--- src/rtl/load_data_collector.sv ---
// load_data_collector
// Collects the DataMover MM2S read-data and status streams produced for each
// 8-byte load command. Values leave through a registered 2-entry skid buffer,
// outstanding commands are counted to issue credit upstream, and status and
// stream-framing problems are latched into sticky error registers.
//
// Handshake semantics (every valid/ready pair in this block):
//   A transfer happens on a rising clk edge where valid && ready are both 1.
//   A source holding valid high keeps its payload stable until that edge;
//   valid never depends combinationally on ready. All ready/valid outputs of
//   this block are driven straight from flops.
//
// CNT_W must satisfy 2**CNT_W > MAX_OUTSTANDING so that the saturated count
// MAX_OUTSTANDING is representable.

module load_data_collector #(
    parameter int MAX_OUTSTANDING = 16,
    parameter int CNT_W           = 5
) (
    input  logic             clk,
    input  logic             reset,

    input  logic             io_cmdFire,
    output logic             io_cmdAllow,

    input  logic             io_dataIn_valid,
    output logic             io_dataIn_ready,
    input  logic [63:0]      io_dataIn_bits,
    input  logic             io_dataIn_last,

    input  logic             io_statusIn_valid,
    output logic             io_statusIn_ready,
    input  logic [7:0]       io_statusIn_bits,

    output logic             io_valueOut_valid,
    input  logic             io_valueOut_ready,
    output logic [63:0]      io_valueOut_bits,

    output logic [CNT_W-1:0] io_outstanding,
    output logic [31:0]      io_beatCount,
    output logic             io_error,
    output logic [2:0]       io_errorCode,
    output logic [7:0]       io_errorStatus,
    input  logic             io_clearError,
    output logic             io_idle
);

    // Saturation limit expressed in the counter's own width.
    localparam logic [CNT_W-1:0] MAX_CNT = CNT_W'(MAX_OUTSTANDING);

    // Error code bit positions.
    localparam int ERR_BAD_STATUS = 0;
    localparam int ERR_NO_LAST    = 1;
    localparam int ERR_UNEXP_STAT = 2;

    // ------------------------------------------------------------------
    // State registers
    // ------------------------------------------------------------------
    // out_*  : the entry presented on valueOut (registered output).
    // skid_* : the second entry, only ever occupied while out_* is occupied
    //          and stalled. Buffer full <=> skid entry occupied.
    logic             out_valid_q,  out_valid_d;
    logic [63:0]      out_data_q,   out_data_d;
    logic             skid_valid_q, skid_valid_d;
    logic [63:0]      skid_data_q,  skid_data_d;

    logic [CNT_W-1:0] outstanding_q, outstanding_d;
    logic [31:0]      beat_count_q,  beat_count_d;
    logic [2:0]       error_code_q,  error_code_d;
    logic [7:0]       error_status_q, error_status_d;

    // ------------------------------------------------------------------
    // Handshake decode
    // ------------------------------------------------------------------
    logic in_fire;
    logic out_fire;
    logic status_fire;
    logic status_bad;
    logic cnt_zero;
    logic cnt_full;

    // Decode transfers and status quality from current inputs and state.
    always_comb begin
        in_fire     = io_dataIn_valid & ~skid_valid_q;
        out_fire    = out_valid_q & io_valueOut_ready;
        // Status is always accepted, so valid alone is the handshake.
        status_fire = io_statusIn_valid;
        // OKAY must be set and none of SLVERR/DECERR/INTERR may be set.
        status_bad  = ~io_statusIn_bits[7] | (|io_statusIn_bits[6:4]);
        cnt_zero    = (outstanding_q == '0);
        cnt_full    = (outstanding_q >= MAX_CNT);
    end

    // ------------------------------------------------------------------
    // Skid buffer next state
    // ------------------------------------------------------------------
    // Output slot refills from the skid slot first (order preservation),
    // otherwise straight from the input; a stalled output parks the new beat
    // in the skid slot. The skid slot is only loaded while not full, so a
    // skid-to-output move never coincides with a new input beat.
    always_comb begin
        out_valid_d  = out_valid_q;
        out_data_d   = out_data_q;
        skid_valid_d = skid_valid_q;
        skid_data_d  = skid_data_q;

        if (!out_valid_q || out_fire) begin
            if (skid_valid_q) begin
                out_valid_d  = 1'b1;
                out_data_d   = skid_data_q;
                skid_valid_d = 1'b0;
            end else begin
                out_valid_d = in_fire;
                if (in_fire) begin
                    out_data_d = io_dataIn_bits;
                end
            end
        end else if (in_fire) begin
            skid_valid_d = 1'b1;
            skid_data_d  = io_dataIn_bits;
        end
    end

    // ------------------------------------------------------------------
    // Outstanding command counter next state
    // ------------------------------------------------------------------
    // Increment on cmdFire, decrement on status. Simultaneous events cancel.
    // A cmdFire while already at the limit saturates; a lone status at zero
    // holds at zero (reported separately as an unexpected status).
    always_comb begin
        outstanding_d = outstanding_q;
        case ({io_cmdFire, status_fire})
            2'b10: begin
                if (!cnt_full) begin
                    outstanding_d = outstanding_q + 1'b1;
                end
            end
            2'b01: begin
                if (!cnt_zero) begin
                    outstanding_d = outstanding_q - 1'b1;
                end
            end
            default: begin
                outstanding_d = outstanding_q;
            end
        endcase
    end

    // ------------------------------------------------------------------
    // Delivered-value counter next state (wraps naturally at 2^32)
    // ------------------------------------------------------------------
    // Count every value handed off on valueOut.
    always_comb begin
        beat_count_d = beat_count_q;
        if (out_fire) begin
            beat_count_d = beat_count_q + 32'd1;
        end
    end

    // ------------------------------------------------------------------
    // Sticky error register next state
    // ------------------------------------------------------------------
    // New events OR into the code; the status byte is captured only for the
    // first bad status since the last clear. A clear in the same cycle as a
    // new event wins and the event is discarded.
    always_comb begin
        logic [2:0] new_err;

        new_err                 = 3'b000;
        new_err[ERR_BAD_STATUS] = status_fire & status_bad;
        new_err[ERR_NO_LAST]    = in_fire & ~io_dataIn_last;
        new_err[ERR_UNEXP_STAT] = status_fire & ~io_cmdFire & cnt_zero;

        error_code_d   = error_code_q;
        error_status_d = error_status_q;

        if (io_clearError) begin
            error_code_d   = 3'b000;
            error_status_d = 8'h00;
        end else begin
            error_code_d = error_code_q | new_err;
            if (new_err[ERR_BAD_STATUS] && !error_code_q[ERR_BAD_STATUS]) begin
                error_status_d = io_statusIn_bits;
            end
        end
    end

    // ------------------------------------------------------------------
    // Registers
    // ------------------------------------------------------------------
    // Synchronous reset flushes the buffer and zeroes counters and errors;
    // any beats held at that moment are dropped.
    always_ff @(posedge clk) begin
        if (reset) begin
            out_valid_q    <= 1'b0;
            out_data_q     <= 64'd0;
            skid_valid_q   <= 1'b0;
            skid_data_q    <= 64'd0;
            outstanding_q  <= '0;
            beat_count_q   <= 32'd0;
            error_code_q   <= 3'b000;
            error_status_q <= 8'h00;
        end else begin
            out_valid_q    <= out_valid_d;
            out_data_q     <= out_data_d;
            skid_valid_q   <= skid_valid_d;
            skid_data_q    <= skid_data_d;
            outstanding_q  <= outstanding_d;
            beat_count_q   <= beat_count_d;
            error_code_q   <= error_code_d;
            error_status_q <= error_status_d;
        end
    end

    // ------------------------------------------------------------------
    // Outputs
    // ------------------------------------------------------------------
    // All outputs are decoded from registers only.
    always_comb begin
        io_cmdAllow       = ~cnt_full;
        io_dataIn_ready   = ~skid_valid_q;
        io_statusIn_ready = 1'b1;
        io_valueOut_valid = out_valid_q;
        io_valueOut_bits  = out_data_q;
        io_outstanding    = outstanding_q;
        io_beatCount      = beat_count_q;
        io_error          = |error_code_q;
        io_errorCode      = error_code_q;
        io_errorStatus    = error_status_q;
        io_idle           = cnt_zero & ~out_valid_q & ~skid_valid_q;
    end

endmodule

--- config.mk ---
export PLATFORM = sky130hd
export DESIGN_NAME = load_data_collector
export DESIGN_NICKNAME = d
export VERILOG_FILES = /design/src/rtl/load_data_collector.sv
export SDC_FILE = /design/constraint.sdc
export NUM_CORES = 1
export LEC_CHECK = 0
export BUFFER_PORTS_ARGS = -buffer_cell sky130_fd_sc_hd__buf_2
export CORE_UTILIZATION = 30
export CTS_CLUSTER_SIZE = 40
export DETAILED_ROUTE_END_ITERATION = 8
export SLEW_MARGIN = 0
export SYNTH_ARGS = -nofsm -noshare
export SYNTH_HDL_FRONTEND = slang
export SYNTH_SLANG_ARGS = --single-unit
--- constraint.sdc ---
create_clock -name clk -period 2.7 [get_ports clk]
set_clock_uncertainty 0.15 [all_clocks]
set_input_delay 0.54 -clock clk [delete_from_list [all_inputs] [get_ports clk]]
set_output_delay 0.54 -clock clk [all_outputs]
set_load 0.05 [all_outputs]
==> metrics.yaml <==
status:
  status: "finished, final reports clean"
synth:
  synth.area.top_cells: "dfxtp_1, mux2i_1, nand2_1"
  ys_seq_elements: 178
  ys_seq_area_share_pct: 48.9
  yosys_warnings: 0
  synth.distinct_cells: 45
  synthCells: 827
  synth-async-reset-ratio_pct: 0
  synth-main-ff-cell: "dfxtp_1"
  synthesis.area_um2: 7290
  synth_edf_count: 0
  syn_nets: 910
  avgSynthCellArea_um2: 8.81
  netlist.area_leader.share_pct: 48.9
  synth_top_area_cell: "dfxtp_1"
hold_path:
  min_to: "skid_data_q[61]"
  hp-class: "in2reg"
  min_path_cells: 3
  holdCritStartpoint: "io_dataIn_bits[61]"
floorplan:
  initial_utilization_pct: 30.8
  placementRows: 56
  dieArea_um2: 24900
  die_h_um: 158
  core_um2: 23700
  die_w_um: 158
  io-pin-count: 198
clock_tree:
  path_clk_slew_ps: 70
  cts_tree: "built"
  cts.path.max_buffers: 2
  cts-htree-levels: 4
  numCtsBuffers: 17
  root_buffer: "clkbuf_16"
  worstSkewPairLatency_ps: 430
  clock_sinks: 178
critical_path:
  rr_worst_depth: 5
  cp.arrival_ps: 1880
  worstReg2RegEnd: "io_beatCount[27]"
  crit_type: "reg2out"
  crit_chain: "or2_2, nor4_2, nor3b_2, buf_2"
  critPathSlowestCell: "dfxtp_1"
  crit_buf_inv: 1
  startpoint_type: "flop"
  path_max_fanout: 7
  slowest_delay_ps: 360
  crit_path_end_kind: "output port"
  reg2reg_from: "io_beatCount[12]"
  required_ps: 2010
  crit_family: "simple AND/OR/NAND/NOR gates"
  rrSetupSlack_ps: 570
route:
  postRouteAntennaNets: 0
  drt_iter0_markers: 349
  route.detailed.wl_per_inst_um: 13.5
  via_per_inst: 4.56
  dr.pass1.iters: 4
  route.detailed.drc: 0
  num_vias: 6056
  drt_wl_total_um: 17900
global_route:
  grt_pass1_vias: 5324
  grt_max_degree: 81
  grt_pass1_wl_um: 28100
  grt_usage_pct: 14.3
  antenna_found_initial: 3
  grt.overflow.total: 0
power_and_ir_drop:
  p_int_mw: 4.27
  p_clk_share_pct: 38.8
  powerDensity_nw_per_um2: 675
  swShare_pct: 31.4
  power.ir.vdd_worst_mv: 0.306
  p_total_mw: 6.22
  p_leak_nw: 3.62
  pwr-share-seq_pct: 45.3
  combPwrFrac_pct: 15.9
  p_switching_mw: 1.96
placed_design:
  hpwlAfterDp_um: 11900
  portBuffers: 196
  gp_congestion: 0.745
timing:
  period_needed_ps: 2570
  rsz0062_at_grt: "no"
  slew_violations: 0
  period_share_pct: 95.2
  hold_violations: 0
  fmax_mhz: 389
  setup_viol: 0
  setup_tns_ps: 0
layout:
  antennaDiodeCount: 0
  fill_cells: 2442
  ff_latch_area_um2: 3570
  layout-drive-gt1-share_pct: 26.6
  most-common-layout-cells: "buf_2, dfxtp_1, nand2_1"
  nets: 1080
  multiInputGateArea_um2: 3460
  syn2layout_area_growth_pct: 26.5
  final_common_cell: "buf_2"
run:
  maxCapViolations: 0
==> metrics by stage <==
step | instances | area [um2] | hold slack [ps] | util, % | setup WS, ps
3_5_place_dp | 1297 | 8640 | 296 | 36.5 | 393
6_report | 1329 | 9220 | 205 | 38.9 | 128
3_3_place_gp | 1297 | 8640 | 291 | 36.5 | 407
5_1_grt | 1329 | 9220 | 189 | 38.9 | 2.11
4_1_cts | 1329 | 9220 | 181 | 38.9 | 70.1
2_1_floorplan | 827 | 7290 | 286 | - | 203
==> worst reg2reg max path, stage by stage (launching register included) <==
cell and delay [ps]:
dfxtp_1 440, nand4_1 190, or4_4 710, nor4_2 310, xnor2_1 150, nor2_1 50
==> cells by family (layout without fill, tap and decap cells) <==
kind of cell / Yosys count / count (layout) / synth area share [%]
buf+inv: 69 / 252 / 4.10
mux: 74 / 74 / 10.2
flops: 178 / 178 / 48.9
other cells: 1 / 1 / 0.0514
xor+xnor: 29 / 29 / 3.48
simple gates: 317 / 317 / 19.6
fa+ha+maj: 3 / 3 / 0.515
compound gates: 156 / 156 / 13.2
==> worst max-delay path by stage <==
| stage | start | to | slack [ps] | cells after the start |
|---|---|---|---|---|
| 6_report | io_outstanding[1] | io_idle | 130 | 4 |
| 5_1_grt | io_outstanding[1] | io_idle | 2 | 4 |
| 4_1_cts | io_outstanding[1] | io_idle | 70 | 4 |
| 3_5_place_dp | io_outstanding[1] | io_idle | 390 | 4 |
| 3_3_place_gp | io_outstanding[1] | io_idle | 410 | 4 |
| 2_1_floorplan | io_outstanding[1] | io_idle | 200 | 3 |
==> cell usage after synthesis (3+ instances only) <==
master / number
a211oi_1: 64
nand2_1: 144
nor3_2: 7
and4_1: 3
clkbuf_1: 43
buf_2: 7
xnor2_1: 20
a21oi_1: 78
buf_1: 5
mux2i_1: 74
nand3_1: 8
inv_1: 10
nor2b_1: 4
nor3_1: 7
dfxtp_1: 178
or2_2: 3
nand4_1: 7
o21ai_0: 8
or3_1: 6
xor2_1: 9
ha_1: 3
nor2_1: 110
==> sequential cells by signal (all words and copies together) (netlist names) <==
register           flops
skid_data_q           64
io_errorCode           3
skid_valid_q           1
io_errorStatus         8
io_valueOut_bits      64
io_outstanding         5
io_valueOut_valid      1
io_beatCount          32
==> power groups by stage <==
stage               combinational (mW)  sequential [mW]  clock (mW)
global route                      1.07             2.84        2.63
detailed placement               0.995             2.88           0
CTS                              0.999             2.82        2.52
finish                           0.988             2.82        2.42
floorplan                        0.367             3.22           0
global placement                 0.990             2.88           0
==> layer usage <==
layer | GRT usage, % | part of all wire, % | vias up
li1 | - | - | 3179
met1 | 19.1 | 48 | 2723
met2 | 22.2 | 45 | 134
met3 | 4.22 | 5.8 | 16
met4 | 4.30 | 1.0 | 4
met5 | 0 | 0.17 | -
==> what timing repair did <==
action / CTS / global route
setup endpoints to repair: 1 / 0
hold buffers: 0 / 0
setup buffers: 0 / 0
resized for setup: 1 / 0
==> area by class of cell <==
type	instances	area share, %
sequential	178	38.7
multi-input combinational	580	37.5
timing repair buffer	210	12.9
clock buffer	18	4.65
tap	319	4.33
clock inverter	14	1.53
inverter	10	0.407
Note: power is estimated with default switching activity, not from simulation.
